--- src/rtl/apb_master_arb2_pkg.sv ---
// Shared types and defaults for the two-requester APB master.
// Holds the FSM state encoding, bus width defaults and the requester index type.
package apb_master_arb2_pkg;

  localparam int ADDR_W_DEF = 4;
  localparam int DATA_W_DEF = 8;
  localparam int CNT_W      = 8;

  typedef enum logic [1:0] {
    IDLE   = 2'd0,
    SETUP  = 2'd1,
    ACCESS = 2'd2
  } state_e;

  // Requester index: 0 = R0, 1 = R1.
  typedef logic req_idx_t;

  function automatic logic [1:0] idx_to_onehot(input req_idx_t idx);
    return idx ? 2'b10 : 2'b01;
  endfunction

endpackage

--- src/rtl/apb_master_arb2_if.sv ---
// APB bus bundle between the master and its peripherals.
// Handshake: a transfer completes in the ACCESS cycle (psel=1, penable=1) in which pready=1.
interface apb_master_arb2_if
  import apb_master_arb2_pkg::*;
#(
  parameter int ADDR_W = ADDR_W_DEF,
  parameter int DATA_W = DATA_W_DEF
) ();

  logic [ADDR_W-1:0] paddr;
  logic              pwrite;
  logic              psel;
  logic              penable;
  logic [DATA_W-1:0] pwdata;
  logic [DATA_W-1:0] prdata;
  logic              pready;

  modport master (
    output paddr, pwrite, psel, penable, pwdata,
    input  prdata, pready
  );

  modport slave (
    input  paddr, pwrite, psel, penable, pwdata,
    output prdata, pready
  );

endinterface

--- src/rtl/apb_master_arb2_rr_arb2.sv ---
// Two-way round-robin arbiter: on a tie the requester not granted last wins.
// The last-grant register only moves when update_i is asserted with a live request.
module apb_master_arb2_rr_arb2
  import apb_master_arb2_pkg::*;
(
  input  logic       clk_i,
  input  logic       rst_i,
  input  logic [1:0] req_i,
  input  logic       update_i,
  output logic [1:0] gnt_o
);

  req_idx_t last_q;

  always_comb begin
    gnt_o = 2'b00;
    case (req_i)
      2'b01:   gnt_o = 2'b01;
      2'b10:   gnt_o = 2'b10;
      2'b11:   gnt_o = idx_to_onehot(~last_q);
      default: gnt_o = 2'b00;
    endcase
  end

  // Reset to R1 so that the first tie after reset goes to R0.
  always_ff @(posedge clk_i) begin
    if (rst_i) begin
      last_q <= 1'b1;
    end else if (update_i && (|req_i)) begin
      last_q <= gnt_o[1];
    end
  end

endmodule

--- src/rtl/apb_master_arb2.sv ---
// Two-requester APB master: round-robin arbitration, IDLE->SETUP->ACCESS sequencing,
// pready wait states and timeout abort of hung slaves. All outputs registered.
module apb_master_arb2
  import apb_master_arb2_pkg::*;
#(
  parameter int ADDR_W  = ADDR_W_DEF,
  parameter int DATA_W  = DATA_W_DEF,
  parameter int TIMEOUT = 15
) (
  input  logic              pclk,
  input  logic              rst,
  input  logic              r0_valid,
  input  logic              r0_write,
  input  logic [ADDR_W-1:0] r0_addr,
  input  logic [DATA_W-1:0] r0_wdata,
  output logic              r0_done,
  output logic              r0_err,
  input  logic              r1_valid,
  input  logic              r1_write,
  input  logic [ADDR_W-1:0] r1_addr,
  input  logic [DATA_W-1:0] r1_wdata,
  output logic              r1_done,
  output logic              r1_err,
  output logic [DATA_W-1:0] rdata,
  output logic              busy,
  output state_e            dbg_state_o,
  apb_master_arb2_if.master apb
);

  localparam logic [CNT_W-1:0] CNT_LAST = CNT_W'(TIMEOUT - 1);
  localparam logic [CNT_W-1:0] CNT_MAX  = {CNT_W{1'b1}};

  state_e            state_q;
  req_idx_t          grant_q;
  logic [CNT_W-1:0]  cnt_q;
  logic [ADDR_W-1:0] paddr_q;
  logic              pwrite_q;
  logic [DATA_W-1:0] pwdata_q;
  logic              psel_q;
  logic              penable_q;
  logic              busy_q;
  logic [DATA_W-1:0] rdata_q;
  logic              r0_done_q, r1_done_q;
  logic              r0_err_q, r1_err_q;

  logic [1:0] req;
  logic [1:0] gnt;
  logic       arb_update;

  assign req        = {r1_valid, r0_valid};
  assign arb_update = (state_q == IDLE);

  apb_master_arb2_rr_arb2 u_arb (
    .clk_i    (pclk),
    .rst_i    (rst),
    .req_i    (req),
    .update_i (arb_update),
    .gnt_o    (gnt)
  );

  always_ff @(posedge pclk) begin
    if (rst) begin
      state_q   <= IDLE;
      grant_q   <= 1'b0;
      cnt_q     <= '0;
      paddr_q   <= '0;
      pwrite_q  <= 1'b0;
      pwdata_q  <= '0;
      psel_q    <= 1'b0;
      penable_q <= 1'b0;
      busy_q    <= 1'b0;
      rdata_q   <= '0;
      r0_done_q <= 1'b0;
      r1_done_q <= 1'b0;
      r0_err_q  <= 1'b0;
      r1_err_q  <= 1'b0;
    end else begin
      r0_done_q <= 1'b0;
      r1_done_q <= 1'b0;
      r0_err_q  <= 1'b0;
      r1_err_q  <= 1'b0;
      case (state_q)
        IDLE: begin
          // Requester fields are captured only here; later changes are ignored.
          if (|gnt) begin
            grant_q   <= gnt[1];
            paddr_q   <= gnt[1] ? r1_addr  : r0_addr;
            pwrite_q  <= gnt[1] ? r1_write : r0_write;
            pwdata_q  <= gnt[1] ? r1_wdata : r0_wdata;
            psel_q    <= 1'b1;
            penable_q <= 1'b0;
            busy_q    <= 1'b1;
            state_q   <= SETUP;
          end
        end
        SETUP: begin
          penable_q <= 1'b1;
          cnt_q     <= '0;
          state_q   <= ACCESS;
        end
        ACCESS: begin
          if (apb.pready) begin
            state_q   <= IDLE;
            psel_q    <= 1'b0;
            penable_q <= 1'b0;
            busy_q    <= 1'b0;
            rdata_q   <= pwrite_q ? '0 : apb.prdata;
            r0_done_q <= ~grant_q;
            r1_done_q <= grant_q;
          end else if (cnt_q == CNT_LAST) begin
            state_q   <= IDLE;
            psel_q    <= 1'b0;
            penable_q <= 1'b0;
            busy_q    <= 1'b0;
            rdata_q   <= '0;
            r0_done_q <= ~grant_q;
            r1_done_q <= grant_q;
            r0_err_q  <= ~grant_q;
            r1_err_q  <= grant_q;
          end else if (cnt_q != CNT_MAX) begin
            cnt_q <= cnt_q + 1'b1;
          end
        end
        default: begin
          state_q   <= IDLE;
          psel_q    <= 1'b0;
          penable_q <= 1'b0;
          busy_q    <= 1'b0;
        end
      endcase
    end
  end

  assign apb.paddr   = paddr_q;
  assign apb.pwrite  = pwrite_q;
  assign apb.pwdata  = pwdata_q;
  assign apb.psel    = psel_q;
  assign apb.penable = penable_q;

  assign r0_done     = r0_done_q;
  assign r1_done     = r1_done_q;
  assign r0_err      = r0_err_q;
  assign r1_err      = r1_err_q;
  assign rdata       = rdata_q;
  assign busy        = busy_q;
  assign dbg_state_o = state_q;

endmodule

--- src/flat_wrapper.sv ---
// flat-port wrapper written by rule: the top's interface ports become plain ports
module apb_master_arb2_flat import apb_master_arb2_pkg::*;
#(
  parameter int ADDR_W  = ADDR_W_DEF,
  parameter int DATA_W  = DATA_W_DEF,
  parameter int TIMEOUT = 15
)
  (pclk, rst, r0_valid, r0_write, r0_addr, r0_wdata, r0_done, r0_err, r1_valid, r1_write, r1_addr, r1_wdata, r1_done, r1_err, rdata, busy, dbg_state_o, apb_paddr, apb_pwrite, apb_psel, apb_penable, apb_pwdata, apb_prdata, apb_pready);
  apb_master_arb2_if #(.ADDR_W(ADDR_W), .DATA_W(DATA_W)) apb_i ();
  input  logic pclk;
  input  logic rst;
  input  logic r0_valid;
  input  logic r0_write;
  input  logic [ADDR_W-1:0] r0_addr;
  input  logic [DATA_W-1:0] r0_wdata;
  output logic r0_done;
  output logic r0_err;
  input  logic r1_valid;
  input  logic r1_write;
  input  logic [ADDR_W-1:0] r1_addr;
  input  logic [DATA_W-1:0] r1_wdata;
  output logic r1_done;
  output logic r1_err;
  output logic [DATA_W-1:0] rdata;
  output logic busy;
  output state_e dbg_state_o;
  output wire logic [$bits(apb_i.paddr)-1:0] apb_paddr;
  output wire logic [$bits(apb_i.pwrite)-1:0] apb_pwrite;
  output wire logic [$bits(apb_i.psel)-1:0] apb_psel;
  output wire logic [$bits(apb_i.penable)-1:0] apb_penable;
  output wire logic [$bits(apb_i.pwdata)-1:0] apb_pwdata;
  input wire logic [$bits(apb_i.prdata)-1:0] apb_prdata;
  input wire logic [$bits(apb_i.pready)-1:0] apb_pready;
  assign apb_paddr = apb_i.paddr;
  assign apb_pwrite = apb_i.pwrite;
  assign apb_psel = apb_i.psel;
  assign apb_penable = apb_i.penable;
  assign apb_pwdata = apb_i.pwdata;
  assign apb_i.prdata = apb_prdata;
  assign apb_i.pready = apb_pready;
  apb_master_arb2 #(.ADDR_W(ADDR_W), .DATA_W(DATA_W), .TIMEOUT(TIMEOUT)) u_core (.pclk(pclk), .rst(rst), .r0_valid(r0_valid), .r0_write(r0_write), .r0_addr(r0_addr), .r0_wdata(r0_wdata), .r0_done(r0_done), .r0_err(r0_err), .r1_valid(r1_valid), .r1_write(r1_write), .r1_addr(r1_addr), .r1_wdata(r1_wdata), .r1_done(r1_done), .r1_err(r1_err), .rdata(rdata), .busy(busy), .dbg_state_o(dbg_state_o), .apb(apb_i));
endmodule
--- config.mk ---
export PLATFORM = sky130hd
export DESIGN_NAME = apb_master_arb2_flat
export DESIGN_NICKNAME = d
export VERILOG_FILES = /design/src/rtl/apb_master_arb2_pkg.sv /design/src/rtl/apb_master_arb2_if.sv /design/src/rtl/apb_master_arb2_rr_arb2.sv /design/src/rtl/apb_master_arb2.sv /design/src/flat_wrapper.sv
export SDC_FILE = /design/constraint.sdc
export NUM_CORES = 1
export LEC_CHECK = 0
export ABC_CLOCK_PERIOD_IN_PS = 2100
export BUFFER_PORTS_ARGS = -buffer_cell sky130_fd_sc_hd__buf_2
export CORE_MARGIN = 4
export CORE_UTILIZATION = 35
export DETAILED_ROUTE_END_ITERATION = 6
export GPL_TIMING_DRIVEN = 0
export PLACE_DENSITY = 0.6
export RECOVER_POWER = 100
export SKIP_LAST_GASP = 1
export SYNTH_ARGS = -nofsm -noshare
export SYNTH_HDL_FRONTEND = slang
export SYNTH_SLANG_ARGS = --single-unit
--- constraint.sdc ---
create_clock -name pclk -period 2.1 [get_ports pclk]
set_input_delay 0.315 -clock pclk [delete_from_list [all_inputs] [get_ports pclk]]
set_output_delay 0.315 -clock pclk [all_outputs]
set_load 0.05 [all_outputs]
==> results.md, run 1 <==
* Rel. slew slack at 56.79%
* CP Max Fanout at 10
* Clk sinks at 39
* Routed Antenna Nets at 0
* Per-cell routed wire length at 12.81 µm
* Outcome: finished, final reports clean
* Cell taking the most area after synthesis: dfxtp_1
* Top Family by Delay on Critical Path: compound AO/OA/AOI/OAI gates
* Layout cell share with drive strength beyond 1 at 19.92%
* Final hold vios at 0
* Slew Limit Fails at 0
* Grt total ovfl at 0
* Post-synthesis register bit count at 39
* Synth Net Count at 231
* Arrival @ worst endpoint at 2060 ps
* Slowest CP cell: clkbuf_1
* Register area share after synthesis at 45.51%
* Setup Buffers After CTS at 0
* Max_cap viols at 0
* Ant. Diodes at 0
* I/O pin count at 69
* Post-Syn Area at 1715 µm²
* First-pass iteration count of the detailed router at 4
* Max Fclk at 532.6 MHz
* H-tree levels at 2
* Resize count post-CTS at 0
* Die H at 78.01 µm
* Via count of the first global-routing pass at 1542
* Final TNS setup at 0 ps
* Post-Syn Instances at 190
* Clock root cell: clkbuf_8
* Clk pin slew, worst setup/hold paths at 80 ps
* RSZ-0062 raised after global routing: no
* Port-buffer cells at 68
* Yosys cell types at 38
* Main area contributors after synthesis: dfxtp_1 (46%), mux2i_1 (9.3%), a211oi_1 (6.6%)
* Top_reg_cell synth: dfxtp_1
* Initial antenna violation count at 0
* CTS Buf Count at 5
* Nets at 306
* Cell chain of the critical path: inv_1, ha_1, and4b_4, a211o_1, clkbuf_1, a211oi_1, o2bb2a_1
* Core area at 4723 µm²
* Final Setup Violations at 0
* Tmin final at 1878 ps
* Worst hold path type: input port to flip-flop
* Hold-fix buffers, CTS at 0
* Detailed-route DRC error count at 0
* Least-Margin Pin Slew at 645.7 ps
* Std cell rows at 25
* Peak supply drop at 358.9 µV
* Die X at 78.01 µm
* WS Path Type: flip-flop to flip-flop
* Clock tree buffer depth at 2
* HPWL Detailed at 3202 µm
* CP startpoint kind: flip-flop
* Tot Pwr at 0.001727 W
* Vias/cell at 4.892
* Initial DRC count at 163
* Pleak at 0.8338 nW
* Worst Skew at 5.121 ps
* Post-synth EDFFs at 0
* Starting Density at 36.32%
* Post-Route WL at 4265 µm
* Mean Syn Cell Area at 9.028 µm²
* Yosys top cell area share at 45.51%
* Post-route clock period utilization at 89.42%
* Area grow syn2layout at 27.06%
* Worst setup EP type: flip-flop
* Largest net degree at the start of global routing at 13
* Die area at 6086 µm²
* Power Dens Cells at 792.3 nW/µm²
* CP peak stage delay at 360 ps
* Synth async-reset ratio at 0%
* TritonCTS clock tree: yes
* Clock insertion delay at the later pin of the skew report at 300 ps
* Gpl congestion at 0.7809
* First-pass GRT wire length at 7176 µm
* Ys Warns at 0
* Via count at 1629
* GRT Util Overall at 14.61%
* Crit path buf inv count at 2
* Critical Path RT at 2280 ps
layout by cell type, fill, tap and decap left out, types with 2 or more instances in the layout:
master | netlist | layout
o22ai_1 | 3 | 3
clkbuf_8 | 0 | 5
dfxtp_1 | 39 | 39
nand3_1 | 3 | 3
buf_4 | 2 | 2
nor2_1 | 22 | 23
a31oi_1 | 2 | 2
clkbuf_1 | 4 | 39
a21oi_1 | 12 | 12
nand2_1 | 14 | 14
nor3_1 | 3 | 3
inv_1 | 4 | 4
ha_1 | 2 | 2
or2_2 | 2 | 2
buf_2 | 5 | 39
a22oi_1 | 5 | 5
nand2b_1 | 4 | 4
mux2i_1 | 16 | 16
a211oi_1 | 15 | 15
o31ai_1 | 2 | 2
o21ai_0 | 10 | 10
a221oi_1 | 2 | 2
nand4_1 | 3 | 3
synth_stat cells, types with 2 or more instances:
cell      number
dfxtp_1       39
inv_1          4
nand2_1       14
nand3_1        3
o31ai_1        2
buf_2          5
nor2_1        22
nand2b_1       4
nor3_1         3
o22ai_1        3
or2_2          2
clkbuf_1       4
a221oi_1       2
nand4_1        3
a211oi_1      15
a21oi_1       12
mux2i_1       16
a22oi_1        5
buf_4          2
a31oi_1        2
ha_1           2
o21ai_0       10
stage by stage:
step                std cells  util, %  cell area [µm²]  hold slack, ps  worst slack [ps]
floorplan                 190        -             1715           391.8             315.3
global placement          325    45.30             2140           459.2             314.0
detailed placement        325    45.30             2140           464.0             304.3
CTS                       333    47.10             2225           245.8             273.4
global route              333    46.15             2180           248.3             32.31
finish                    333    46.15             2180           249.7             222.3
state kept, by name, summed over array words and instances, names as in the netlist:
| name | flops |
|---|---|
| u_core.apb.penable | 1 |
| u_core.apb.pwdata | 8 |
| u_core.apb.psel | 1 |
| u_core.rdata | 8 |
| u_core.u_arb.last_q | 1 |
| u_core.apb.pwrite | 1 |
| u_core.r1_done | 1 |
| u_core.grant_q | 1 |
| u_core.dbg_state_o | 2 |
| u_core.apb.paddr | 4 |
| u_core.r0_err | 1 |
| u_core.cnt_q | 8 |
| u_core.r0_done | 1 |
| u_core.r1_err | 1 |
cell families after synthesis:
kind of cell / count (synthesis) / share of synthesized area (%)
AO/OA/AOI/OAI: 59 / 22.98
flip-flops: 39 / 45.51
multiplexers: 16 / 9.336
AND/OR/NAND/NOR: 59 / 16.63
buffers and inverters: 15 / 4.084
adder cells (fa/ha/maj): 2 / 1.459
final timing paths:
check	from	cells after the start	slack, ps	to
worst max register to register	u_core.cnt_q[0]	7	220	u_core.cnt_q[7]
worst max-delay path	u_core.cnt_q[0]	7	220	u_core.cnt_q[7]
worst min register to register	u_core.rdata[2]	2	480	u_core.rdata[2]
worst min-delay path	apb_prdata[1]	3	250	u_core.rdata[1]
area by class of cell:
cell class | count | area, µm²
tap | 67 | 83.83
multi-input combinational | 136 | 862.1
buffer | 11 | 51.30
sequential | 39 | 780.7
clock inverter | 2 | 12.51
clock buffer | 6 | 72.57
timing repair buffer | 68 | 301.5
fill | 501 | 2544
inverter | 4 | 15.01
worst min-delay path, cell delays in order:
cell and delay, ps:
buf_2 90, nand2_1 40, a21oi_1 50
power by group:
group	switching, W	internal, W
clock	0.000270	0.000232
sequential	0.0000316	0.000786
combinational	0.000291	0.000116
layer usage:
| metal | global-route usage [%] | vias up | wire (µm) |
|---|---|---|---|
| met1 | 18.74 | 726 | 1940 |
| met3 | 5.161 | 8 | 316 |
| li1 | - | 843 | - |
| met2 | 22.95 | 52 | 1952 |
| met5 | 0 | - | 0 |
| met4 | 4.720 | 0 | 56 |
Note: power is estimated with default switching activity, not from simulation.
==> inputs of run 2 (changes only) <==
--- a/config.mk
+++ b/config.mk
@@ -9,9 +9,10 @@
 export BUFFER_PORTS_ARGS = -buffer_cell sky130_fd_sc_hd__buf_2
 export CORE_MARGIN = 4
 export CORE_UTILIZATION = 35
+export CTS_BUF_LIST = sky130_fd_sc_hd__clkbuf_16
 export DETAILED_ROUTE_END_ITERATION = 6
 export GPL_TIMING_DRIVEN = 0
-export PLACE_DENSITY = 0.6
+export PLACE_DENSITY = 0.7
 export RECOVER_POWER = 100
 export SKIP_LAST_GASP = 1
 export SYNTH_ARGS = -nofsm -noshare
==> run 2 against run 1 <==
Net effect:
- clock power increased by 41%
- critical path depth decreased by 1
- sequential power about the same
- die area unchanged
- first-iteration DRC count decreased by 12%
- power increased by 12%
- count of clock-buffer cells in the layout decreased by 1
- fmax increased by 2.4%
- flip-flop and latch count unchanged
- global-route usage increased by 0.083 points
- worst setup slack improved by 44 ps
- worst hold slack improved by 20 ps
- critical endpoint is now u_core.apb.pwdata[1]
==> results.md, run 2 (same netlist as run 1, synthesis figures left out) <==
* Ant. Diodes at 0 (unchanged)
* Arrival @ worst endpoint at 2020 ps (-40 ps)
* Max Fclk at 545.4 MHz (+2.4%)
* Clk sinks at 39 (unchanged)
* I/O pin count at 69 (unchanged)
* Cell chain of the critical path: nor2_1, o21a_1, buf_2, clkbuf_1, nor2_1, a211oi_1
* Clock tree buffer depth at 2 (unchanged)
* Final TNS setup at 0 ps (unchanged)
* CP Max Fanout at 10 (unchanged)
* Via count of the first global-routing pass at 1569 (+1.8%)
* Post-layout util at 47.28% (+1.1 points)
* Slew Limit Fails at 0 (unchanged)
* RSZ-0062 raised after global routing: no
* Initial antenna violation count at 0 (unchanged)
* Clk pin slew, worst setup/hold paths at 50 ps (-30 ps)
* Least-Margin Pin Slew at 667.3 ps (+21.60 ps)
* Worst Skew at 5.838 ps (+0.7174 ps)
* Per-cell routed wire length at 12.92 µm (+0.84%)
* Register area at 780.7 µm² (unchanged)
* Die H at 78.01 µm (unchanged)
* Outcome: finished, final reports clean
* Placed cell count at 325 (unchanged)
* Worst hold path type: input port to flip-flop
* Largest net degree at the start of global routing at 12 (-1)
* Peak supply drop at 422.4 µV (+18%)
* CP startpoint kind: flip-flop
* Nets at 306 (unchanged)
* Slowest CP cell: clkbuf_1
* Die area at 6086 µm² (unchanged)
* Final hold vios at 0 (unchanged)
* Rel. slew slack at 55.35% (-1.4 points)
* Post-route clock period utilization at 87.31% (-2.1 points)
* Critical Path RT at 2290 ps (about the same)
* Vias/cell at 5.045 (+3.1%)
* Core area at 4723 µm² (unchanged)
* Starting Density at 36.32% (unchanged)
* Worst setup EP type: flip-flop
* Port-buffer cells at 68 (unchanged)
* Final Setup Violations at 0 (unchanged)
* Via count at 1680 (+3.1%)
* First-pass GRT wire length at 7231 µm (+0.77%)
* Power Dens Cells at 866.3 nW/µm² (+9.3%)
* First-pass iteration count of the detailed router at 4 (unchanged)
* Die X at 78.01 µm (unchanged)
* TritonCTS clock tree: yes
* GRT Util Overall at 14.69% (+0.083 points)
* Area grow syn2layout at 30.20%
* Std cell rows at 25 (unchanged)
* Multi-input logic area at 862.1 µm² (unchanged)
* Tmin final at 1834 ps (-44.19 ps)
* Crit-path most repeated cell: nor2_1
* Max_cap viols at 0 (unchanged)
* Pleak at 0.8700 nW (+4.3%)
* CP peak stage delay at 400 ps (+40 ps)
* Detailed-route DRC error count at 0 (unchanged)
* Initial DRC count at 144 (-12%)
* Post-Route WL at 4301 µm (+0.84%)
* CTS Buf Count at 5 (unchanged)
* HPWL Detailed at 3132 µm (-2.2%)
* Clock root cell: clkbuf_16
* Hold-fix buffers, CTS at 0 (unchanged)
* Final non-filler cell total at 333 (unchanged)
* Most frequent cells in the layout: buf_2 (40), dfxtp_1 (39), clkbuf_1 (37)
* Routed Antenna Nets at 0 (unchanged)
* Clock insertion delay at the later pin of the skew report at 280 ps (-20 ps)
* Grt total ovfl at 0 (unchanged)
* Leading cell type in the layout, fill and taps excluded: buf_2
* Fill cells at 474 (-5.4%)
* Resize count post-CTS at 0 (unchanged)
* Layout cell share with drive strength beyond 1 at 19.92% (unchanged)
* H-tree levels at 2 (unchanged)
* WS Path Type: flip-flop to flip-flop
* Gpl congestion at 0.8381 (+7.3%)
* Setup Buffers After CTS at 0 (unchanged)
-- run 2: changes by cell type in the layout (fill, tap and decap cells not counted) --
cell        delta
clkbuf_16      +5
clkbuf_8       -5
clkbuf_1       -2
inv_1          +2
buf_2          +1
clkinvlp_4     -1
-- run 2: per-stage QoR --
stage | power (W) | setup WS [ps] | hold slack [ps] | area [µm²]
CTS | 0.001966 | 290.3 | 266.3 | 2277
global route | 0.002018 | 62.46 | 276.6 | 2233
global placement | 0.001253 | 313.3 | 461.0 | 2140
finish | 0.001935 | 266.5 | 269.8 | 2233
floorplan | 0.001136 | 315.3 | 391.8 | 1715
detailed placement | 0.001257 | 280.1 | 461.0 | 2140
-- run 2: critical path: cells and delay by family (launching register included) --
kind                   cells  cell delay, ps
AND/OR/NAND/NOR            2             360
AO/OA/AOI/OAI              2             410
flip-flops                 1             370
buffers and inverters      2             590
-- run 2: layout make-up --
type / count / area share [%]
buffer: 11 / 2.353
tap: 67 / 3.754
timing repair buffer: 68 / 13.50
inverter: 4 / 0.6723
sequential: 39 / 34.96
multi-input combinational: 136 / 38.60
clock inverter: 3 / 0.5602
clock buffer: 5 / 5.602
-- run 2: final timing paths --
kind                         startpoint                    to  slack [ps]  depth (start not counted)
setup / recovery  u_core.dbg_state_o[1]  u_core.apb.pwdata[1]         270                          6
hold / removal            apb_prdata[1]       u_core.rdata[1]         270                          3
setup reg to reg  u_core.dbg_state_o[1]  u_core.apb.pwdata[1]         270                          6
hold reg to reg      u_core.apb.penable    u_core.apb.penable         470                          2
-- run 2: power breakdown --
part           internal (W)  leakage [nW]  switching (W)  total, W
logic              0.000116         0.475       0.000292  0.000408
registers          0.000787         0.319      0.0000320  0.000819
clock network      0.000428        0.0762       0.000279  0.000707
-- run 2: metal layers --
| metal | up-vias | wire length, µm | GRT usage (%) |
|---|---|---|---|
| met5 | - | 0 | 0 |
| met3 | 8 | 302 | 3.211 |
| met4 | 0 | 83 | 6.643 |
| li1 | 848 | - | - |
| met1 | 759 | 1912 | 17.83 |
| met2 | 65 | 2002 | 24.83 |
==> inputs of run 3 (changes only) <==
--- a/config.mk
+++ b/config.mk
@@ -17,4 +17,5 @@
 export SKIP_LAST_GASP = 1
 export SYNTH_ARGS = -nofsm -noshare
 export SYNTH_HDL_FRONTEND = slang
+export SYNTH_HIERARCHICAL = 1
 export SYNTH_SLANG_ARGS = --single-unit
==> run 3 against run 2 <==
Net effect:
- worst hold slack better by 8.7 ps
- via count is 0.36% lower
- flip-flop and latch count is 1 lower
- routed wire length is 1.8% lower
- combinational power is 11% higher
- highest routed layer unchanged
==> results.md, run 3 <==
* TritonCTS clock tree: yes
* Post-Syn Instances at 192 (+1.1%)
* Initial DRC count at 128 (-11%)
* Tmin final at 1908 ps (+74.02 ps)
* Gpl congestion at 0.9001 (+7.4%)
* Final TNS setup at 0 ps (unchanged)
* Most frequent cells in the layout: buf_2 (41), clkbuf_1 (41), dfxtp_1 (38)
* Ys Warns at 6 (+6)
* Max_cap viols at 0 (unchanged)
* Cell chain of the critical path: clkbuf_1, or3b_1, clkbuf_1, or4_1, nand2_1, a31o_1
* Worst slack on hold paths at 278.5 ps (+8.674 ps)
* Worst Reg-to-Reg Cells at 6 (unchanged)
* Register area share after synthesis at 44.03% (-1.5 points)
* Setup Buffers After CTS at 0 (unchanged)
* Core area at 4755 µm² (+0.66%)
* Layout cell share with drive strength beyond 1 at 20.52% (+0.60 points)
* Clock root cell: clkbuf_16
* Cell taking the most area after synthesis: dfxtp_1
* Most frequent cell after synthesis: dfxtp_1
* Pleak at 0.8972 nW (+3.1%)
* Synth async-reset ratio at 0% (unchanged)
* Port-buffer cells at 68 (unchanged)
* Post-synthesis register bit count at 38 (-2.6%)
* Least-Margin Pin Slew at 646.9 ps (-20.43 ps)
* Starting Density at 36.34% (about the same)
* CP peak stage delay at 480 ps (+80 ps)
* Die H at 78.26 µm (+0.32%)
* Routed Antenna Nets at 0 (unchanged)
* HPWL Detailed at 3205 µm (+2.3%)
* Die X at 78.26 µm (+0.32%)
* Largest net degree at the start of global routing at 13 (+1)
* Slowest CP cell: or4_1
* Yosys cell types at 44 (+16%)
* Clock insertion delay at the later pin of the skew report at 280 ps (about the same)
* Worst hold path type: input port to flip-flop
* Top_reg_cell synth: dfxtp_1
* Post-synth EDFFs at 0 (unchanged)
* H-tree levels at 2 (unchanged)
* Resize count post-CTS at 0 (unchanged)
* GRT Util Overall at 14.01% (-0.68 points)
* First-pass GRT wire length at 7038 µm (-2.7%)
* Worst path depth at 6 (unchanged)
* Post-Syn Area at 1728 µm² (+0.73%)
* Detailed-route DRC error count at 0 (unchanged)
* Std cell rows at 25 (unchanged)
* Multi-input logic area at 873.3 µm² (+1.3%)
* Die area at 6125 µm² (+0.64%)
* Max Fclk at 524.2 MHz (-3.9%)
* Mean Syn Cell Area at 9.000 µm² (-0.32%)
* Vias/cell at 4.997 (-0.95%)
* Grt total ovfl at 0 (unchanged)
* Via count of the first global-routing pass at 1549 (-1.3%)
* Worst setup EP type: flip-flop
* Synth top cells by count: dfxtp_1 (38), nor2_1 (18), a21oi_1 (15), a211oi_1 (13), mux2i_1 (13)
* Slew Limit Fails at 0 (unchanged)
* Ant. Diodes at 0 (unchanged)
* First-pass iteration count of the detailed router at 4 (unchanged)
* Register area at 760.7 µm² (-2.6%)
* WS Path Type: flip-flop to flip-flop
* Clk sinks at 38 (-2.6%)
* I/O pin count at 69 (unchanged)
* Main area contributors after synthesis: dfxtp_1 (44%), mux2i_1 (7.5%), a211oi_1 (5.6%)
* Rel. slew slack at 56.88% (+1.5 points)
* Peak supply drop at 558.5 µV (+32%)
* Clock tree buffer depth at 2 (unchanged)
* Hold-fix buffers, CTS at 0 (unchanged)
* Final Setup Violations at 0 (unchanged)
* Nets at 308 (+0.65%)
* Initial antenna violation count at 0 (unchanged)
* Hold Crit Depth at 3 (unchanged)
* Arrival @ worst endpoint at 2130 ps (+110 ps)
* Top Family by Delay on Critical Path: simple AND/OR/NAND/NOR gates
* CP Max Fanout at 9 (-1)
* Crit-path most repeated cell: clkbuf_1
* Worst Skew at 1.963 ps (-3.875 ps)
* Clk pin slew, worst setup/hold paths at 60 ps (about the same)
* Synth Net Count at 233 (+0.87%)
* Post-Route WL at 4222 µm (-1.8%)
* Yosys top cell area share at 44.03% (-1.5 points)
* Outcome: finished, final reports clean
* Power Dens Cells at 875.5 nW/µm² (+1.1%)
* Critical Path RT at 2320 ps (+30 ps)
* Post-route clock period utilization at 90.84% (+3.5 points)
* CTS Buf Count at 5 (unchanged)
* Area grow syn2layout at 30.12% (about the same)
* Crit path buf inv count at 2 (unchanged)
* Per-cell routed wire length at 12.60 µm (-2.4%)
* Final hold vios at 0 (unchanged)
* RSZ-0062 raised after global routing: no
* CP startpoint kind: flip-flop
* Via count at 1674 (-0.36%)
* Fill cells at 497 (+4.9%)
-- run 3: changes by cell type after synthesis, sizes merged, moves of 3 or more --
cell and delta:
nor2 -5, a22oi -4, a21oi +3, a31o +3, buf +3, mux2i -3, nand2 -3
-- run 3: path summary, 6_finish.rpt --
| path | startpoint | endpoint | slack, ps |
|---|---|---|---|
| setup / recovery | u_core/apb.penable | u_core/cnt_q[7] | 190 |
| hold / removal | apb_prdata[6] | u_core/rdata[6] | 280 |
| setup reg to reg | u_core/apb.penable | u_core/cnt_q[7] | 190 |
| hold reg to reg | u_core/rdata[3] | u_core/rdata[3] | 470 |
-- run 3: final cells by class --
| type | count | share of cell area [%] |
|---|---|---|
| timing repair buffer | 68 | 13.47 |
| tap | 67 | 3.728 |
| multi-input combinational | 134 | 38.84 |
| buffer | 16 | 3.172 |
| clock inverter | 3 | 0.7234 |
| clock buffer | 5 | 5.565 |
| sequential | 38 | 33.83 |
| inverter | 4 | 0.6678 |
-- run 3: worst register-to-register path, delay by kind of cell (launching register included) --
| kind | cells | cell delay (ps) |
|---|---|---|
| AOI/OAI and AO/OA | 1 | 100 |
| buffers and inverters | 2 | 470 |
| DFF | 1 | 340 |
| and+or+nand+nor | 3 | 950 |
-- run 3: per-layer routing --
| layer | track usage (%) | vias up | part of all wire (%) |
|---|---|---|---|
| li1 | - | 852 | - |
| met1 | 17.80 | 751 | 45 |
| met2 | 22.43 | 67 | 47 |
| met3 | 5.046 | 4 | 7.9 |
| met4 | 3.846 | 0 | 0.50 |
| met5 | 0 | - | 0 |
-- run 3: cell families (layout without fill, tap and decap cells) --
logic type	Yosys count	in the layout	share of synthesized area (%)
AND/OR/NAND/NOR	59	59	18.54
AO/OA/AOI/OAI	58	58	21.87
flip-flops	38	38	44.03
buffers and inverters	20	96	5.430
multiplexers	14	14	8.182
adder cells (fa/ha/maj)	2	2	1.448
XOR/XNOR	1	1	0.5070
-- run 3: power by group --
group          switching (W)  internal (W)
clock network       0.000279      0.000433
logic               0.000323      0.000129
registers          0.0000328      0.000772
total               0.000635       0.00133
-- run 3: metrics by stage --
step	util, %	instance area (µm²)	worst slack [ps]	total power (W)	std cells
after floorplan	-	1728	96.50	0.001162	192
after global placement	45.26	2152	181.4	0.001286	327
after detailed placement	45.26	2152	194.6	0.001290	327
after CTS	48.24	2293	303.4	0.002012	335
after global routing	47.29	2248	47.63	0.002070	335
final	47.29	2248	192.4	0.001969	335
